**config.mk**
```make
export PLATFORM = sky130hd
export DESIGN_NAME = mem_stage
export DESIGN_NICKNAME = d
export VERILOG_FILES = /design/src/rtl/mem_stage_pkg.sv /design/src/rtl/mem_stage_load_extend.sv /design/src/rtl/mem_stage.sv
export SDC_FILE = /design/constraint.sdc
export NUM_CORES = 1
export LEC_CHECK = 0
export CAP_MARGIN = 20
export CELL_PAD_IN_SITES_DETAIL_PLACEMENT = 0
export CELL_PAD_IN_SITES_GLOBAL_PLACEMENT = 2
export CORE_MARGIN = 2
export CORE_UTILIZATION = 31
export DETAILED_ROUTE_END_ITERATION = 8
export GPL_ROUTABILITY_DRIVEN = 0
export PLACE_DENSITY = 0.9
export SYNTH_ARGS = -nofsm -noshare
export SYNTH_HDL_FRONTEND = slang
export SYNTH_HIERARCHICAL = 1
export SYNTH_SLANG_ARGS = --single-unit
export TNS_END_PERCENT = 30
```
**constraint.sdc**
```tcl
create_clock -name clk -period 5.67 [get_ports clk]
set_clock_uncertainty 0.15 [all_clocks]
set_input_delay 0.567 -clock clk [delete_from_list [all_inputs] [get_ports clk]]
set_output_delay 0.567 -clock clk [all_outputs]
set_load 0.02 [all_outputs]
```
**src/rtl/mem_stage_pkg.sv**
```systemverilog
// ============================================================================
// Module      : mem_stage_pkg
// Description : Shared bus lengths and field bit indices for the MEM stage.
// Revision    : 1.0 - initial release
// ============================================================================
`default_nettype none

package mem_stage_pkg;

    localparam int c_EXCEPT_LEN      = 2;
    // pc(32) + mul_op(3) + alu_result(32) + load_op(5) + dest(5) + gr_we(1)
    localparam int c_ES2MS_BUS_LEN   = 78 + c_EXCEPT_LEN;
    localparam int c_MS2WS_BUS_LEN   = 70 + c_EXCEPT_LEN;
    localparam int c_FORWARD_BUS_LEN = 38;

    localparam int c_LD_B  = 0;
    localparam int c_LD_H  = 1;
    localparam int c_LD_W  = 2;
    localparam int c_LD_BU = 3;
    localparam int c_LD_HU = 4;

    localparam int c_MUL_W    = 0;
    localparam int c_MULH_W   = 1;
    localparam int c_MULH_WU  = 2;

    localparam int c_EXC_BIT    = 0;
    localparam int c_CSR_RE_BIT = 1;

    function automatic logic [31:0] ext8(input logic [7:0] b, input logic sgn);
        return {{24{sgn & b[7]}}, b};
    endfunction

    function automatic logic [31:0] ext16(input logic [15:0] h, input logic sgn);
        return {{16{sgn & h[15]}}, h};
    endfunction

endpackage

`default_nettype wire

```
**src/rtl/mem_stage_load_extend.sv**
```systemverilog
// ============================================================================
// Module      : load_extend
// Description : Load lane selection and sign/zero extension (combinational).
// Revision    : 1.0 - initial release
// ============================================================================
`default_nettype none

module load_extend
    import mem_stage_pkg::*;
(
    input  logic [31:0] i_rdata,
    input  logic [1:0]  i_addr,
    input  logic [4:0]  i_load_op,
    output logic [31:0] o_result
);

    logic [7:0]  w_byte;
    logic [15:0] w_half;

    always_comb begin
        w_byte = i_rdata[7:0];
        case (i_addr)
            2'd0:    w_byte = i_rdata[7:0];
            2'd1:    w_byte = i_rdata[15:8];
            2'd2:    w_byte = i_rdata[23:16];
            default: w_byte = i_rdata[31:24];
        endcase
        w_half = i_addr[1] ? i_rdata[31:16] : i_rdata[15:0];
    end

    always_comb begin
        o_result = 32'b0;
        if (i_load_op[c_LD_B] | i_load_op[c_LD_BU]) begin
            o_result = ext8(w_byte, i_load_op[c_LD_B]);
        end else if (i_load_op[c_LD_H] | i_load_op[c_LD_HU]) begin
            o_result = ext16(w_half, i_load_op[c_LD_H]);
        end else if (i_load_op[c_LD_W]) begin
            o_result = i_rdata;
        end
    end

endmodule

`default_nettype wire

```
**src/rtl/mem_stage.sv**
```systemverilog
// ============================================================================
// Module      : mem_stage
// Description : MEM pipeline stage: load extension, multiply result select,
//               one-cycle SRAM/multiplier capture across write-back stalls.
//               Optional macro MS_LOAD_FWD_EN forwards extended load data.
// Revision    : 1.0 - initial release
// ============================================================================
`default_nettype none

module mem_stage
    import mem_stage_pkg::*;
#(
    parameter int EXCEPT_LEN    = c_EXCEPT_LEN,
    parameter int ES2MS_BUS_LEN = 78 + EXCEPT_LEN,
    parameter int MS2WS_BUS_LEN = 70 + EXCEPT_LEN
) (
    input  logic                     clk,
    input  logic                     resetn,
    input  logic                     es2ms_valid,
    output logic                     ms_allowin,
    input  logic [ES2MS_BUS_LEN-1:0] es2ms_bus,
    input  logic                     es_res_from_mul,
    input  logic                     ws_allowin,
    output logic                     ms2ws_valid,
    output logic [MS2WS_BUS_LEN-1:0] ms2ws_bus,
    input  logic [31:0]              data_sram_rdata,
    input  logic [67:0]              mul_result,
    output logic [37:0]              mem_forward_zip,
    output logic                     ms_ld_block,
    input  logic                     wb_ex,
    output logic                     ms_ex,
    output logic                     ms_csr_re
);

    logic                     r_ms_valid;
    logic                     r_first;
    logic                     r_res_from_mul;
    logic [ES2MS_BUS_LEN-1:0] r_es2ms_bus;
    logic [31:0]              r_rdata_buf;
    logic                     r_rdata_buf_v;
    logic [63:0]              r_mul_buf;
    logic                     r_mul_buf_v;

    logic [31:0]           w_pc;
    logic [2:0]            w_mul_op;
    logic [31:0]           w_alu_result;
    logic [4:0]            w_load_op;
    logic [4:0]            w_dest;
    logic                  w_gr_we;
    logic [EXCEPT_LEN-1:0] w_except_zip;

    logic        w_latch;
    logic        w_ms2ws_go;
    logic        w_capture;
    logic        w_is_load;
    logic [31:0] w_rdata_sel;
    logic [63:0] w_mul_sel;
    logic [31:0] w_load_data;
    logic [31:0] w_mul_data;
    logic [31:0] w_final_result;
    logic [31:0] w_fwd_data;
    logic        w_ms_rf_we;
    logic [3:0]  w_unused_mul_hi;

    assign {w_pc, w_mul_op, w_alu_result, w_load_op, w_dest, w_gr_we, w_except_zip} = r_es2ms_bus;

    assign w_unused_mul_hi = mul_result[67:64];

    assign ms_allowin  = ~r_ms_valid | ws_allowin;
    assign ms2ws_valid = r_ms_valid;
    assign w_latch     = es2ms_valid & ms_allowin;
    assign w_ms2ws_go  = r_ms_valid & ws_allowin;
    // SRAM data and product are only presented in the first MEM cycle
    assign w_capture   = r_ms_valid & r_first & ~ws_allowin;
    assign w_is_load   = |w_load_op;

    always_ff @(posedge clk or negedge resetn) begin
        if (!resetn) begin
            r_ms_valid     <= 1'b0;
            r_first        <= 1'b0;
            r_res_from_mul <= 1'b0;
        end else begin
            if (wb_ex) begin
                r_ms_valid <= 1'b0;
            end else if (ms_allowin) begin
                r_ms_valid <= es2ms_valid;
            end
            r_first <= w_latch;
            if (w_latch) begin
                r_res_from_mul <= es_res_from_mul;
            end
        end
    end

    always_ff @(posedge clk or negedge resetn) begin
        if (!resetn) begin
            r_rdata_buf_v <= 1'b0;
            r_mul_buf_v   <= 1'b0;
        end else begin
            if (wb_ex | w_ms2ws_go | w_latch) begin
                r_rdata_buf_v <= 1'b0;
            end else if (w_capture & w_is_load) begin
                r_rdata_buf_v <= 1'b1;
            end
            if (wb_ex | w_ms2ws_go | w_latch) begin
                r_mul_buf_v <= 1'b0;
            end else if (w_capture & r_res_from_mul) begin
                r_mul_buf_v <= 1'b1;
            end
        end
    end

    always_ff @(posedge clk) begin
        if (w_latch) begin
            r_es2ms_bus <= es2ms_bus;
        end
        if (w_capture & w_is_load) begin
            r_rdata_buf <= data_sram_rdata;
        end
        if (w_capture & r_res_from_mul) begin
            r_mul_buf <= mul_result[63:0];
        end
    end

    assign w_rdata_sel = r_rdata_buf_v ? r_rdata_buf : data_sram_rdata;
    assign w_mul_sel   = r_mul_buf_v   ? r_mul_buf   : mul_result[63:0];

    load_extend u_load_extend (
        .i_rdata   (w_rdata_sel),
        .i_addr    (w_alu_result[1:0]),
        .i_load_op (w_load_op),
        .o_result  (w_load_data)
    );

    always_comb begin
        w_mul_data = 32'b0;
        if (w_mul_op[c_MUL_W]) begin
            w_mul_data = w_mul_sel[31:0];
        end else if (w_mul_op[c_MULH_W] | w_mul_op[c_MULH_WU]) begin
            w_mul_data = w_mul_sel[63:32];
        end
    end

    always_comb begin
        w_final_result = w_alu_result;
        if (w_is_load) begin
            w_final_result = w_load_data;
        end else if (r_res_from_mul) begin
            w_final_result = w_mul_data;
        end
    end

    // Exceptions still carry gr_we; write-back is the one that suppresses it
    assign w_ms_rf_we = r_ms_valid & w_gr_we;

`ifdef MS_LOAD_FWD_EN
    assign w_fwd_data  = w_final_result;
    assign ms_ld_block = 1'b0;
`else
    // Keeps the SRAM read data off the decode-stage combinational path
    assign w_fwd_data  = w_is_load ? w_alu_result : w_final_result;
    assign ms_ld_block = r_ms_valid & w_is_load & w_gr_we;
`endif

    assign mem_forward_zip = {w_ms_rf_we, w_dest, w_fwd_data};
    assign ms2ws_bus       = {w_pc, w_final_result, w_gr_we, w_dest, w_except_zip};
    assign ms_ex           = r_ms_valid & w_except_zip[c_EXC_BIT];
    assign ms_csr_re       = r_ms_valid & w_except_zip[c_CSR_RE_BIT];

endmodule

`default_nettype wire
```
## After elaboration in Yosys (flattened, before gate mapping)

Index checks and enable logic that the tools add are counted.

| word-level totals | value |
|---|---|
| logic and storage cells | 54 |
| output and inout bits | 115 |
| bits of input ports | 186 |
| register bits | 181 |
| memory bits (writable) | 0 |
| latch bits | 0 |
| memories kept | 0 |
| memory bits (read-only) | 0 |

| cells by class | value |
|---|---|
| equality and inequality tests | 2 |
| reduce and logical (&&, ||, !) cells | 5 |
| add/subtract/negate cells | 0 |
| order comparisons | 0 |
| bitwise operators | 21 |
| div/mod/pow operators | 0 |
| mux-type cells | 18 |
| shifts and indexed selects | 0 |
| multipliers | 0 |

Operator list:

| cell | number |
|---|---|
| $mux W32 | 9 |
| $mux W64 | 1 |
| $pmux W8 S3 | 1 |
| $mux W16 | 1 |
| $and A1 B1 Y1 | 13 |
| $mux W1 | 6 |
| $or A1 B1 Y1 | 6 |
| $reduce_bool A2 Y1 | 3 |
| $reduce_or A5 Y1 | 1 |
| $eq A2 B1 Y1 const B | 1 |
| $eq A2 B2 Y1 const B | 1 |
| $logic_not A2 Y1 | 1 |
| $not A1 Y1 | 2 |

## Logic depth before layout (Yosys ltp)

Gate-level depths: netlist of the first run.

| logic depth | value |
|---|---|
| depth in word-level cells | 7 |
| mapped depth | 9 |
| depth with buffers taken out | 6 |

## Hierarchy

Netlist of the first run, hierarchy kept.

By module, submodules not included:

| module | cells each | sequential area each (sq um) | area an instance (sq um) | instances |
|---|---|---|---|---|
| mem_stage | 624 | 5410.2 | 8679.6 | 1 |
| load_extend | 134 | 0.0 | 1106.1 | 1 |

## Least setup slack after synthesis of the first run

No wires, ideal clock.

| timing path | value |
|---|---|
| path kind | reg2reg |
| start point | register r_res_from_mul |
| end point | register r_mul_buf[0], enable pin |
| arrival | 3480 ps |
| data required time | 5032 ps |
| path slack | 1552 ps |
| clock period less this slack | 4118 ps |
| path buffers | 1 |
| cell stages (with the launch flop) | 4 |
| cells stage by stage | dfrtp_1 > clkinv_1 > clkbuf_1 > nor2_1 |

| on the way | value |
|---|---|
| word-level cells in the longest chain between the ends | 1 |

RTL lines:

| element | line | text |
|---|---|---|
| start, declared | mem_stage.sv:37 | `logic r_res_from_mul;` |
| start signal, assigned | mem_stage.sv:90 | `r_res_from_mul <= es_res_from_mul;` |
| $and A1 B1 Y1 | mem_stage.sv:120 | `if (w_capture & r_res_from_mul) begin` |
| end signal, assigned | mem_stage.sv:121 | `r_mul_buf <= mul_result[63:0];` |
| end, declared | mem_stage.sv:41 | `logic [63:0] r_mul_buf;` |

Every way passes these cells.
A chain may end at the register's enable or synchronous reset.

## Worst setup path in the final report of the first run

| timing path | value |
|---|---|
| start point | register r_rdata_buf_v |
| end point | output ms2ws_bus[12] |

| on the way | value |
|---|---|
| word-level cells in the longest chain between the ends | 5 |
| elaborated cells between the ends (all ways) | 7 |
| those cells by class | mux (7) |

RTL lines:

| element | line | text |
|---|---|---|
| start, declared | mem_stage.sv:40 | `logic r_rdata_buf_v;` |
| start signal, assigned | mem_stage.sv:97 | `r_rdata_buf_v <= 1'b0;` |
| start signal, assigned | mem_stage.sv:101 | `r_rdata_buf_v <= 1'b0;` |
| start signal, assigned | mem_stage.sv:103 | `r_rdata_buf_v <= 1'b1;` |
| $mux W32 (*) | mem_stage.sv:125 | `assign w_rdata_sel = r_rdata_buf_v ? r_rdata_buf : data_sram_rdata;` |
| net w_rdata_sel[20] | mem_stage.sv:56 | `logic [31:0] w_rdata_sel;` |
| $mux W16 | mem_stage_load_extend.sv:28 | `w_half = i_addr[1] ? i_rdata[31:16] : i_rdata[15:0];` |
| $mux W32 | mem_stage_load_extend.sv:35 | `end else if (i_load_op[c_LD_H] \| i_load_op[c_LD_HU]) begin` |
| $mux W32 (*) | mem_stage_load_extend.sv:33 | `if (i_load_op[c_LD_B] \| i_load_op[c_LD_BU]) begin` |
| net w_load_data[4] | mem_stage.sv:58 | `logic [31:0] w_load_data;` |
| $mux W32 (*) | mem_stage.sv:146 | `if (w_is_load) begin` |
| end, declared | mem_stage.sv:25 | `output logic [MS2WS_BUS_LEN-1:0] ms2ws_bus,` |

The timed path passes the listed nets; every way through them passes the cells marked *.

==> flow_metrics.env, run 1 <==
export IMPL_dp_cells=1358
export IMPL_row_count=65
export IMPL_fillers=2875
export IMPL_route_met3_wl_um=2620
export IMPL_synth_cell_types=40
export IMPL_area_growth_pct=35.6
export IMPL_cts_hold_buf=0
export IMPL_synthSimpleGateAreaFrac_pct=3.82
export IMPL_tns_ns=0
export IMPL_initial_core_util_pct=31.3
export IMPL_fmax_mhz=218
export IMPL_clock_root_buffer="clkbuf_16"
export IMPL_die_width_um=182
export IMPL_start_kind="flop"
export IMPL_hp_class="primary input to asynchronous set/reset pin"
export IMPL_num_vias=7362
export IMPL_synth_nets=944
export IMPL_drv_slew=0
export IMPL_ant_nets=0
export IMPL_antenna_found_initial=3
export IMPL_detail_route_wl_per_cell_um=22.1
export IMPL_wirelength_um=30700
export IMPL_cts_num_sinks=181
export IMPL_cp_end_kind="output pin"
export IMPL_m1WireLength_um=12800
export IMPL_topRoutingLayerUsed="met5"
export IMPL_fp_dieH_um=182
export IMPL_grt_pass1_wl_um=46000
export IMPL_io_pins=301
export IMPL_fin_ws_ns=1.09
export IMPL_htree_levels=4
export IMPL_clk_latency_ns=0.45
export IMPL_grt_setup_unrepaired="false"
export IMPL_route_met2_wl_um=14700
export IMPL_ys_ff_latch=181
export IMPL_p_per_area_nw_per_um2=261
export IMPL_via_per_inst=5.29
export IMPL_slew_limit_headroom_pct=37.5
export IMPL_synthXorXnorAreaFrac_pct=0
export IMPL_fin_area_sq_um=13300
export IMPL_crit_type="flop to output pin"
export IMPL_yosysWarningCount=6
export IMPL_synthMuxAreaShare_pct=16.3
export IMPL_cts_resized=0
export IMPL_syn_area_sq_um=9790
export IMPL_post_route_min_period_ns=4.58
export IMPL_path_clk_slew_ns=0.08
export IMPL_status="finished, final reports clean"
export IMPL_cp_max_fo=20
export IMPL_fin_crit_sh_pct=80.7
export IMPL_final_layout_size_suffix_gt1_share_pct=20.1
export IMPL_cts_buffers=17
export IMPL_finalHoldViolations=0
export IMPL_drc=0
export IMPL_crit_required_ns=4.95
export IMPL_clockBufferDepth=2
export IMPL_synth_top_family_by_area="compound AO/OA/AOI/OAI gates"
export IMPL_synth_compound_area_share_pct=17.2
export IMPL_nNetsFinal=1161
export IMPL_overflow=0
export IMPL_multi_input_area_sq_um=3660
export IMPL_grt_pass1_vias=7481
export IMPL_synth_fa_ha_area_share_pct=0
export IMPL_tightest_slew_ns=0.937
export IMPL_place_port_buffers=296
export IMPL_setup_violations=0
export IMPL_synthCells=758
export IMPL_placed_area_sq_um=12700
export IMPL_ys_seq_area_share_pct=55.3
export IMPL_ir_worst_vdd_v=0.000297
export IMPL_leakagePower_nw=4.39
export IMPL_die_area_sq_um=33000
export IMPL_cp_arrival_ns=3.86
export IMPL_hpwl_um=21800
export IMPL_grt_start_max_net_pins=65
export IMPL_post_cts_buffers=0
export IMPL_drt_iter0_markers=537
export IMPL_cts_tree="yes"
export IMPL_first_pass_iters=5
export IMPL_gr_usage_all_layers_pct=18.7
export IMPL_layoutNonFillerInstCount=1392
export IMPL_avgSynthCellArea_sq_um=12.9
export IMPL_drv_cap=0
export IMPL_core_sq_um=31300
export IMPL_pre_cts_ws_ns=1.56
export IMPL_register_area_sq_um=5410
## cell usage in the layout (no fill, tap or decap), types with 4 or more instances in the layout
cell type	synthesis	routed
a21oi_1	33	32
o21ai_1	7	7
a221oi_1	33	33
inv_6	0	4
buf_4	52	17
o31ai_1	32	32
inv_8	0	4
nor2_1	34	33
mux2i_1	15	15
a22oi_1	48	48
o21ai_0	45	45
and2_1	5	4
mux2_2	112	112
mux4_2	8	8
a31oi_1	32	32
clkdlybuf4s50_1	0	296
clkbuf_16	0	17
edfxtp_1	176	176
o21ai_2	13	13
nand2_1	23	23
## registers in the layout, indices dropped and copies added (netlist names)
name            count
r_first             1
r_res_from_mul      1
r_es2ms_bus        80
r_rdata_buf        32
ms2ws_valid         1
r_mul_buf_v         1
r_rdata_buf_v       1
r_mul_buf          64
## synthesized netlist by cell type, drive strengths merged
cell type | count | share of area, %
a21oi | 35 | 1.9
a221oi | 33 | 3.0
a22oi | 48 | 3.7
a31oi | 32 | 2.0
and2 | 5 | 0.32
buf | 76 | 5.8
clkbuf | 39 | 1.5
clkinv | 2 | 0.077
dfrtp | 5 | 1.3
edfxtp | 176 | 54
inv | 1 | 0.038
mux2 | 112 | 13
mux2i | 15 | 1.5
mux4 | 8 | 1.8
nand2 | 25 | 1.1
nand2b | 1 | 0.064
nand3 | 1 | 0.051
nand3b | 1 | 0.077
nor2 | 34 | 1.3
nor2b | 1 | 0.064
nor3 | 1 | 0.17
nor3b | 1 | 0.19
nor4 | 1 | 0.22
o211a | 1 | 0.10
o21a | 2 | 0.15
o21ai | 65 | 3.8
o21ba | 1 | 0.10
o31ai | 32 | 2.5
or2 | 3 | 0.19
or4 | 1 | 0.12
## area by class of cell
cell class	instances	share of cell area [%]
clock inverters	15	1.21
well taps	402	3.79
clock buffers	17	3.21
repair buffers	313	23.3
flip-flops and latches	181	40.8
diodes	2	0.0377
inverters	3	0.0849
multi-input cells	459	27.6
## cell families (layout without fill, tap and decap cells)
group / count (synthesis) / after routing
mux: 135 / 135
buf+inv: 118 / 348
other cells: 0 / 2
compound gates: 249 / 249
simple gates: 75 / 75
flops: 181 / 181
## where the power goes
group	total [mW]	internal [mW]	leakage [nW]	switching (mW)
Combinational	0.714	0.344	2.41	0.370
Clock	1.19	0.590	0.277	0.603
Sequential	1.55	1.52	1.70	0.0277
## routing by layer
layer  vias up  global-route usage (%)
met3        30                    6.58
met5         -                       0
li1       3405                       -
met1      3617                    23.1
met4         2                    6.34
met2       308                    30.5
## critical path, stage by stage, from the launching register on
cell and delay [ns]:
dfrtp_1 0.92, buf_4 0.28, buf_4 0.19, mux2_2 0.40, mux4_2 0.47, nand2_1 0.07
o21ai_0 0.08, o21ai_0 0.23, o31ai_1 0.18, clkdlybuf4s50_1 0.58
## path summary, 6_finish.rpt
path | startpoint | to | slack, ns | depth (start not counted)
worst max register to register | r_res_from_mul | r_mul_buf[8] | 2.90 | 3
max in group asynchronous | resetn | r_res_from_mul | 4.97 | 1
worst max-delay path | r_rdata_buf_v | ms2ws_bus[12] | 1.09 | 9
min in group clk | es2ms_bus[32] | r_es2ms_bus[32] | 0.52 | 1
worst min register to register | ms2ws_valid | ms2ws_valid | 0.61 | 2
worst min-delay path | resetn | ms2ws_valid | 0.18 | 1
## metrics by stage
step | utilization, % | hold slack [ns] | total power, mW
2_1_floorplan | - | 0.121 | 1.96
3_3_place_gp | 40.5 | 0.588 | 2.29
5_1_grt | 42.4 | 0.168 | 3.60
4_1_cts | 42.4 | 0.163 | 3.50
6_report | 42.4 | 0.184 | 3.46
3_5_place_dp | 40.5 | 0.592 | 2.30
Note: power is estimated with default switching activity, not from simulation.
==> inputs of run 2 (changes only) <==
==> constraint.sdc (replaced) <==
create_clock -name clk -period 4.6 [get_ports clk]
set_clock_uncertainty 0.15 [all_clocks]
set_input_delay 0.46 -clock clk [delete_from_list [all_inputs] [get_ports clk]]
set_output_delay 0.46 -clock clk [all_outputs]
set_load 0.02 [all_outputs]
==> run 2 against run 1 <==
Combinational power is 25% higher. Cell count up 0.36%. Critical path depth decreased by 2. Total power increased by 23%. Via count rose by 0.50%. Core utilization grew 0.25 points. Clock-buffer cell count did not move. Design area rose by 0.58%. Register-to-register slack worse by 0.84 ns. Global-route usage is 0.12 points higher. Wire length grew 1.0%. Largest power group unchanged.
==> flow_metrics.env, run 2 (same netlist as run 1, synthesis figures left out) <==
export IMPL_area_growth_pct=36.4
export IMPL_io_pins=301
export IMPL_tns_ns=0
export IMPL_overflow=0
export IMPL_fin_ws_ns=0.364
export IMPL_place_port_buffers=296
export IMPL_ir_worst_vdd_v=0.000367
export IMPL_die_area_sq_um=33000
export IMPL_critPathBufInv=1
export IMPL_grt_pass1_wl_um=46100
export IMPL_die_width_um=182
export IMPL_initial_core_util_pct=31.3
export IMPL_timing_hold_ws_ns=0.0799
export IMPL_drc=0
export IMPL_drv_cap=0
export IMPL_detail_route_wl_per_cell_um=22.2
export IMPL_nNetsFinal=1167
export IMPL_htree_levels=4
export IMPL_crit_type="flop to output pin"
export IMPL_cts_tree="yes"
export IMPL_fin_crit_sh_pct=92.1
export IMPL_row_count=65
export IMPL_drt_iter0_markers=648
export IMPL_grt_pass1_vias=7538
export IMPL_clock_root_buffer="clkbuf_16"
export IMPL_cts_buffers=17
export IMPL_gr_usage_all_layers_pct=18.8
export IMPL_worst_r2r_path_depth=6
export IMPL_largest_reg_flops=80
export IMPL_ant_nets=0
export IMPL_post_cts_buffers=0
export IMPL_leakagePower_nw=4.44
export IMPL_fp_dieH_um=182
export IMPL_num_vias=7399
export IMPL_clockBufferDepth=2
export IMPL_cts_resized=0
export IMPL_grt_start_max_net_pins=65
export IMPL_antenna_found_initial=2
export IMPL_cp_end_kind="output pin"
export IMPL_path_clk_slew_ns=0.08
export IMPL_hp_class="primary input to asynchronous set/reset pin"
export IMPL_final_layout_size_suffix_gt1_share_pct=20.7
export IMPL_cts_num_sinks=181
export IMPL_first_pass_iters=6
export IMPL_top_regs="r_es2ms_bus x80, r_mul_buf x64, r_rdata_buf x32"
export IMPL_start_kind="flop"
export IMPL_hpwl_um=22400
export IMPL_crit_required_ns=3.99
export IMPL_slew_limit_headroom_pct=45.1
export IMPL_pre_cts_ws_ns=0.798
export IMPL_cp_arrival_ns=3.63
export IMPL_final_common_cell="clkdlybuf4s50_1"
export IMPL_status="finished, final reports clean"
export IMPL_slowest_stage="dfrtp_1"
export IMPL_post_route_min_period_ns=4.24
export IMPL_finalHoldViolations=0
export IMPL_drv_slew=0
export IMPL_max_stage_delay_ns=0.74
export IMPL_cts_hold_buf=0
export IMPL_p_total_mw=4.24
export IMPL_p_per_area_nw_per_um2=317
export IMPL_path_cells="mux2_2, mux4_2, nand2_4, o21ai_2, o21ai_0, o31ai_1, clkdlybuf4s50_1"
export IMPL_grt_setup_unrepaired="false"
export IMPL_wirelength_um=31100
export IMPL_final_cell_mix="294 x clkdlybuf4s50_1, 176 x edfxtp_1, 112 x mux2_2"
export IMPL_core_sq_um=31300
export IMPL_path_delay_family="multiplexers"
export IMPL_cp_max_fo=24
export IMPL_regMostFlops="r_es2ms_bus"
export IMPL_setup_violations=0
export IMPL_via_per_inst=5.30
export IMPL_clk_latency_ns=0.45
export IMPL_tightest_slew_ns=0.824
export IMPL_fmax_mhz=236
export IMPL_cp_depth=7
## run 2: final cells by class
cell class,instances,area (sq um)
flip-flops and latches,181,5410
fillers,2874,18000
well taps,402,503
repair buffers,319,3190
inverters,3,11.3
multi-input cells,459,3660
diodes,1,2.50
clock buffers,17,425
clock inverters,15,138
## run 2: layer usage
layer,GRT usage [%],share of wire [%],routed length [um],vias to the layer above
li1,-,-,-,3413
met1,22.8,41,12700,3642
met2,31.0,48,14900,314
met5,0,0.032,10,-
met4,6.31,2.1,645,2
met3,7.02,9.0,2780,28
## run 2: final timing paths
check	endpoint	slack (ns)	startpoint
setup reg to reg	r_rdata_buf_v	2.06	r_es2ms_bus[9]
max in group asynchronous	r_res_from_mul	4.00	resetn
hold reg to reg	ms2ws_valid	0.63	ms2ws_valid
min in group clk	r_es2ms_bus[60]	0.41	es2ms_bus[60]
hold / removal	r_rdata_buf_v	0.08	resetn
setup / recovery	ms2ws_bus[29]	0.36	r_rdata_buf_v
## run 2: through the flow
step,cells,instance area [sq um],util [%]
floorplan,758,9790,-
global placement,1364,12800,40.8
detailed placement,1364,12800,40.8
CTS,1396,13300,42.6
global route,1397,13300,42.6
finish,1397,13300,42.6
## run 2: power breakdown
| part | internal, mW | leakage [nW] | switching (mW) |
|---|---|---|---|
| combinational | 0.432 | 2.45 | 0.463 |
| sequential | 1.88 | 1.70 | 0.0308 |
| clock | 0.717 | 0.278 | 0.716 |
| total | 3.03 | 4.44 | 1.21 |
==> inputs of run 3 (changes only) <==
--- a/config.mk
+++ b/config.mk
@@ -5,7 +5,6 @@
 export SDC_FILE = /design/constraint.sdc
 export NUM_CORES = 1
 export LEC_CHECK = 0
-export CAP_MARGIN = 20
 export CELL_PAD_IN_SITES_DETAIL_PLACEMENT = 0
 export CELL_PAD_IN_SITES_GLOBAL_PLACEMENT = 2
 export CORE_MARGIN = 2
==> results of run 3 <==
No change in the layout: final DEF, timing and power equal those of run 2.
